File: config.mk
export PLATFORM = sky130hd
export DESIGN_NAME = mux_tree_pipe_flat
export DESIGN_NICKNAME = d
export VERILOG_FILES = /design/src/rtl/mux_tree_pipe_if.sv /design/src/rtl/mux_tree_pipe.sv /design/src/flat_wrapper.sv
export SDC_FILE = /design/constraint.sdc
export NUM_CORES = 1
export LEC_CHECK = 0
export BUFFER_PORTS_ARGS = -buffer_cell sky130_fd_sc_hd__buf_2
export CAP_MARGIN = 20
export CORE_UTILIZATION = 42
export DETAILED_ROUTE_END_ITERATION = 7
export HOLD_SLACK_MARGIN = 0.12
export PLACE_DENSITY_LB_ADDON = 0.08
export SLEW_MARGIN = 20
export SYNTH_ARGS = -nofsm -noshare
export SYNTH_HDL_FRONTEND = slang
export SYNTH_SLANG_ARGS = --single-unit
File: constraint.sdc
create_clock -name clk -period 1.1 [get_ports clk]
set_input_delay 0.165 -clock clk [delete_from_list [all_inputs] [get_ports clk]]
set_output_delay 0.165 -clock clk [all_outputs]
set_load 0.02 [all_outputs]
File: src/rtl/mux_tree_pipe_if.sv
// Handshake bundle for mux_tree_pipe: word set + select in, one selected word out.
// The slave modport is the mux tree; master is the producer/consumer side.
interface mux_tree_pipe_if #(
  parameter int N_IN = 8,
  parameter int DW   = 1
);
  localparam int SW = $clog2(N_IN);

  logic              in_valid;
  logic              in_ready;
  logic [SW-1:0]     s;
  logic [N_IN*DW-1:0] d;
  logic              out_valid;
  logic              out_ready;
  logic [DW-1:0]     out;

  modport slave (
    input  in_valid, s, d, out_ready,
    output in_ready, out_valid, out
  );

  modport master (
    output in_valid, s, d, out_ready,
    input  in_ready, out_valid, out
  );
endinterface

File: src/rtl/mux_tree_pipe.sv
// Pipelined N_IN:1 mux tree, one register per 2:1 level; MUX_TREE_PIPE_ZERO_EN forces out to 0 while idle.
// Latency log2(N_IN) cycles, 1 word/cycle; in_ready combinational from out_ready.
// Backpressure: per-stage ready chain, empty stages keep advancing so bubbles collapse.
module mux_tree_pipe #(
  parameter  int N_IN = 8,
  parameter  int DW   = 1,
  localparam int SW   = $clog2(N_IN)
) (
  input logic          clk,
  input logic          rst,
  mux_tree_pipe_if.slave bus
);

  localparam int L = SW;

  for (genvar i = 1; i <= L; i++) begin : stg
    localparam int NW = N_IN >> i;

    logic [NW*DW-1:0]   dat;
    logic [NW*DW-1:0]   nxt;
    logic [2*NW*DW-1:0] up_dat;
    logic               up_vld;
    logic               up_bit;
    logic               v;
    logic               adv;
    logic               dn_adv;

    if (i == 1) begin : g_up
      assign up_dat = bus.d;
      assign up_vld = bus.in_valid;
      assign up_bit = bus.s[0];
    end else begin : g_up
      assign up_dat = stg[i-1].dat;
      assign up_vld = stg[i-1].v;
      assign up_bit = stg[i-1].g_sel.sel[0];
    end

    if (i == L) begin : g_dn
      assign dn_adv = bus.out_ready;
    end else begin : g_dn
      assign dn_adv = stg[i+1].adv;
    end

    // An empty stage always advances, regardless of what is downstream.
    assign adv = ~v | dn_adv;

    always_comb begin
      nxt = '0;
      for (int j = 0; j < NW; j++) begin
        nxt[j*DW +: DW] = up_bit ? up_dat[(2*j+1)*DW +: DW] : up_dat[2*j*DW +: DW];
      end
    end

    always_ff @(posedge clk or posedge rst) begin
      if (rst) begin
        v   <= 1'b0;
        dat <= '0;
      end else if (adv) begin
        v <= up_vld;
`ifdef MUX_TREE_PIPE_ZERO_EN
        if (up_vld) begin
          dat <= nxt;
        end
`else
        dat <= nxt;
`endif
      end
    end

    // Remaining select bits travel with their data; the last stage needs none.
    if (i < L) begin : g_sel
      logic [SW-i-1:0] sel;
      logic [SW-i-1:0] up_sel;

      if (i == 1) begin : g_src
        assign up_sel = bus.s[SW-1:1];
      end else begin : g_src
        assign up_sel = stg[i-1].g_sel.sel[SW-i:1];
      end

      always_ff @(posedge clk or posedge rst) begin
        if (rst) begin
          sel <= '0;
        end else if (adv) begin
`ifdef MUX_TREE_PIPE_ZERO_EN
          if (up_vld) begin
            sel <= up_sel;
          end
`else
          sel <= up_sel;
`endif
        end
      end
    end
  end

  assign bus.in_ready  = stg[1].adv;
  assign bus.out_valid = stg[L].v;

`ifdef MUX_TREE_PIPE_ZERO_EN
  assign bus.out = stg[L].v ? stg[L].dat : '0;
`else
  assign bus.out = stg[L].dat;
`endif

endmodule

File: src/flat_wrapper.sv
// flat-port wrapper written by rule: the top's interface ports become plain ports
module mux_tree_pipe_flat 
#(
  parameter  int N_IN = 8,
  parameter  int DW   = 1,
  localparam int SW   = $clog2(N_IN)
)
  (clk, rst, bus_in_valid, bus_s, bus_d, bus_out_ready, bus_in_ready, bus_out_valid, bus_out);
  mux_tree_pipe_if #(.N_IN(N_IN), .DW(DW)) bus_i ();
  input logic clk;
  input logic rst;
  input wire logic [$bits(bus_i.in_valid)-1:0] bus_in_valid;
  input wire logic [$bits(bus_i.s)-1:0] bus_s;
  input wire logic [$bits(bus_i.d)-1:0] bus_d;
  input wire logic [$bits(bus_i.out_ready)-1:0] bus_out_ready;
  output wire logic [$bits(bus_i.in_ready)-1:0] bus_in_ready;
  output wire logic [$bits(bus_i.out_valid)-1:0] bus_out_valid;
  output wire logic [$bits(bus_i.out)-1:0] bus_out;
  assign bus_i.in_valid = bus_in_valid;
  assign bus_i.s = bus_s;
  assign bus_i.d = bus_d;
  assign bus_i.out_ready = bus_out_ready;
  assign bus_in_ready = bus_i.in_ready;
  assign bus_out_valid = bus_i.out_valid;
  assign bus_out = bus_i.out;
  mux_tree_pipe #(.N_IN(N_IN), .DW(DW)) u_core (.clk(clk), .rst(rst), .bus(bus_i));
endmodule
==> metrics <==
fin area ~800 µm²; number of fill cells in the layout ~120; Hold Fails Final Rpt 0; f_max ~900 MHz; Routed Antenna Nets 0; fin worst setup slack -0.0409 ns; critical path arrival slightly below 1 ns; Yosys warnings 0; metal3 WL roughly 62 µm; gr usage total between 10% and 20%; WP depth 2; CTS max path bufs 2; Fin Clk Skew between 0.003 and 0.004 ns; Post-Syn Area 578 µm²; post-synthesis sequential area ratio between 50% and 60%; fraction of layout cells with a size suffix above 1 around two thirds; total core area between 1000 and 1500 µm²; crit share post-route 104%; Final GP Congestion ~0.7; syn nets between 50 and 60; maximum vdd drop a little over 0.8 mV; Leakage 0.401 nW; failing checks negative setup slack; Reg clk slew, reported paths ~0.07 ns; I/O pin cnt 18; Final #Nets a little under 80; final number of max-transition violations 0; Post-synth ARST share 100%; total of max-cap violations 0; Slew @ Worst Pin approximately 0.50 ns; Syn Inst Count 37; Hold Crit Class primary input to flip-flop; htree depth 1; Setup-failing EPs final 10; Antenna diodes 0; status complete, but fails checks; RSZ-0062 raised after global routing yes; Hold Slack between 0.1 and 0.15 ns; crit-path leading delay family flip-flops; Synth Register Bits 13; pin count of the biggest net entering global routing 14; Startpoint Class flip-flop; most frequent cell after synthesis mux2_2; top routing layer in use met4; DR pass1 iterations 4; minimum clock period about 1.1 ns; drt drc 0; vias per inst roughly 5.0; Mean Syn Cell Area around 16 µm²; die area approximately 1500 µm²; Routed wire per std cell around 15 µm; max_slew headroom 66.6%; worst hold stages 2; Worst-Skew Late Latency roughly 0.27 ns; Main synth FF type dfrtp_1; initial antenna violation count 0; Buf/Inv on CP 1; Crit-path slowest cell dfrtp_1; critical path class flip-flop to output pin; Vias 387; CP max FO 3; hpwl dp around 800 µm; first-pass GRT wire length between 1500 and 2000 µm; Die Span X 39.1 µm; initial drt markers 2; CTS tree done; top cells by area, synth dfrtp_1, mux2_2, nand4b_4; Cell variety after synth 7; Cell Pwr Density approximately 1500 nW/µm²; Starting Density 45.0%; final WL 1160 µm; Post-synth EDFFs 0; Met1 Wirelength ~520 µm; Area Overhead vs Synth 38.7%; met2 WL post-DR about 550 µm; max incr delay on CP roughly 0.42 ns; die height just under 40 µm; total power 1.18 mW; top cells by count, synth mux2_2, dfrtp_1, nand2b_1; cells along the critical path nand4b_4 > buf_6; CP endpoint kind output pin; final core utilization between 60% and 70%; gr ovfl total 0; WP data required around 0.94 ns; share of the synthesized area in the top cell type around 56%; Worst R2R Path Depth 2; Sink Count 13; # port buffers 17; vias in the first global route around 410; area leader, netlist dfrtp_1; row count 13; root cell of the clock tree clkbuf_4; CTS Buf Count 3; placed cell areas 683 µm²
## power breakdown
part	total, mW	switching, mW	internal, mW
registers	0.601	0.0505	0.551
logic	0.290	0.105	0.185
clock network	0.292	0.151	0.140
total	1.18	0.307	0.876
## timing repair
action | CTS | global route
setup endpoints to repair | 2 | 10
pin swaps | 1 | 1
hold buffers | 3 | 0
gates resized for setup | 11 | 2
endpoints found under the hold margin | 15 | 0
setup buffers | 2 | 0
cloned | 0 | 0
## per-layer routing
metal	vias to the layer above	track usage [%]
met1	190	23.6
met5	-	0
li1	182	-
met4	0	10.3
met2	11	31.7
met3	4	5.20
## state kept, by name, summed over array words and instances (netlist names)
name	count
u_core.stg.dat	6
u_core.stg.v	2
u_core.stg.g_sel.sel	3
u_core.bus.out_valid	1
u_core.bus.out	1
## logic make-up (layout without fill, tap and decap cells)
family        count (synthesis)  after routing  synth area share (%)
mux                          17             17                  33.1
buf+inv                       1             27                 0.649
flops                        13             13                  56.3
simple gates                  6              6                  9.96
## per-stage QoR
stage | worst slack, ns | std cells | TNS (ns)
floorplan | -0.00698 | 37 | -0.0414
global placement | 0.0137 | 69 | 0
detailed placement | -0.0170 | 69 | -0.0170
global route | -0.0779 | 78 | -0.570
finish | -0.0409 | 78 | -0.159
CTS | -0.0397 | 78 | -0.145
## cell type report
cell class	instances	area [µm²]	area share (%)
timing repair buffer	22	140	17.5
clock buffer	4	26.3	3.28
multi-input combinational	23	287	35.7
sequential	13	327	40.7
tap	15	18.8	2.34
inverter	1	3.75	0.468
## path summary, 6_finish.rpt
check	end	from	slack, ns
setup / recovery	bus_in_ready	u_core.stg[2].v$_DFFE_PP0P_	-0.04
hold / removal	u_core.stg[1].g_sel.sel[1]$_DFFE_PP0P_	bus_s[2]	0.12
setup reg to reg	u_core.stg[2].dat[1]$_DFFE_PP0P_	u_core.stg[1].g_sel.sel[0]$_DFFE_PP0P_	-0.03
hold reg to reg	u_core.bus.out$_DFFE_PP0P_	u_core.bus.out$_DFFE_PP0P_	0.51
max in group asynchronous	u_core.bus.out_valid$_DFFE_PP0P_	rst	0.28
min in group asynchronous	u_core.stg[1].dat[2]$_DFFE_PP0P_	rst	0.45
## placed cells by master, fill, tap and decap left out
master and n:
buf_6 2, nand4b_4 1, clkbuf_1 1, nand3b_1 1
or2b_1 1, dfrtp_2 1, mux2_2 7, clkbuf_4 3
dfrtp_1 12, buf_4 1, nand2b_1 3, inv_1 1
mux2_4 10, dlygate4sd3_1 3, buf_2 16
Note: power is estimated with default switching activity, not from simulation.
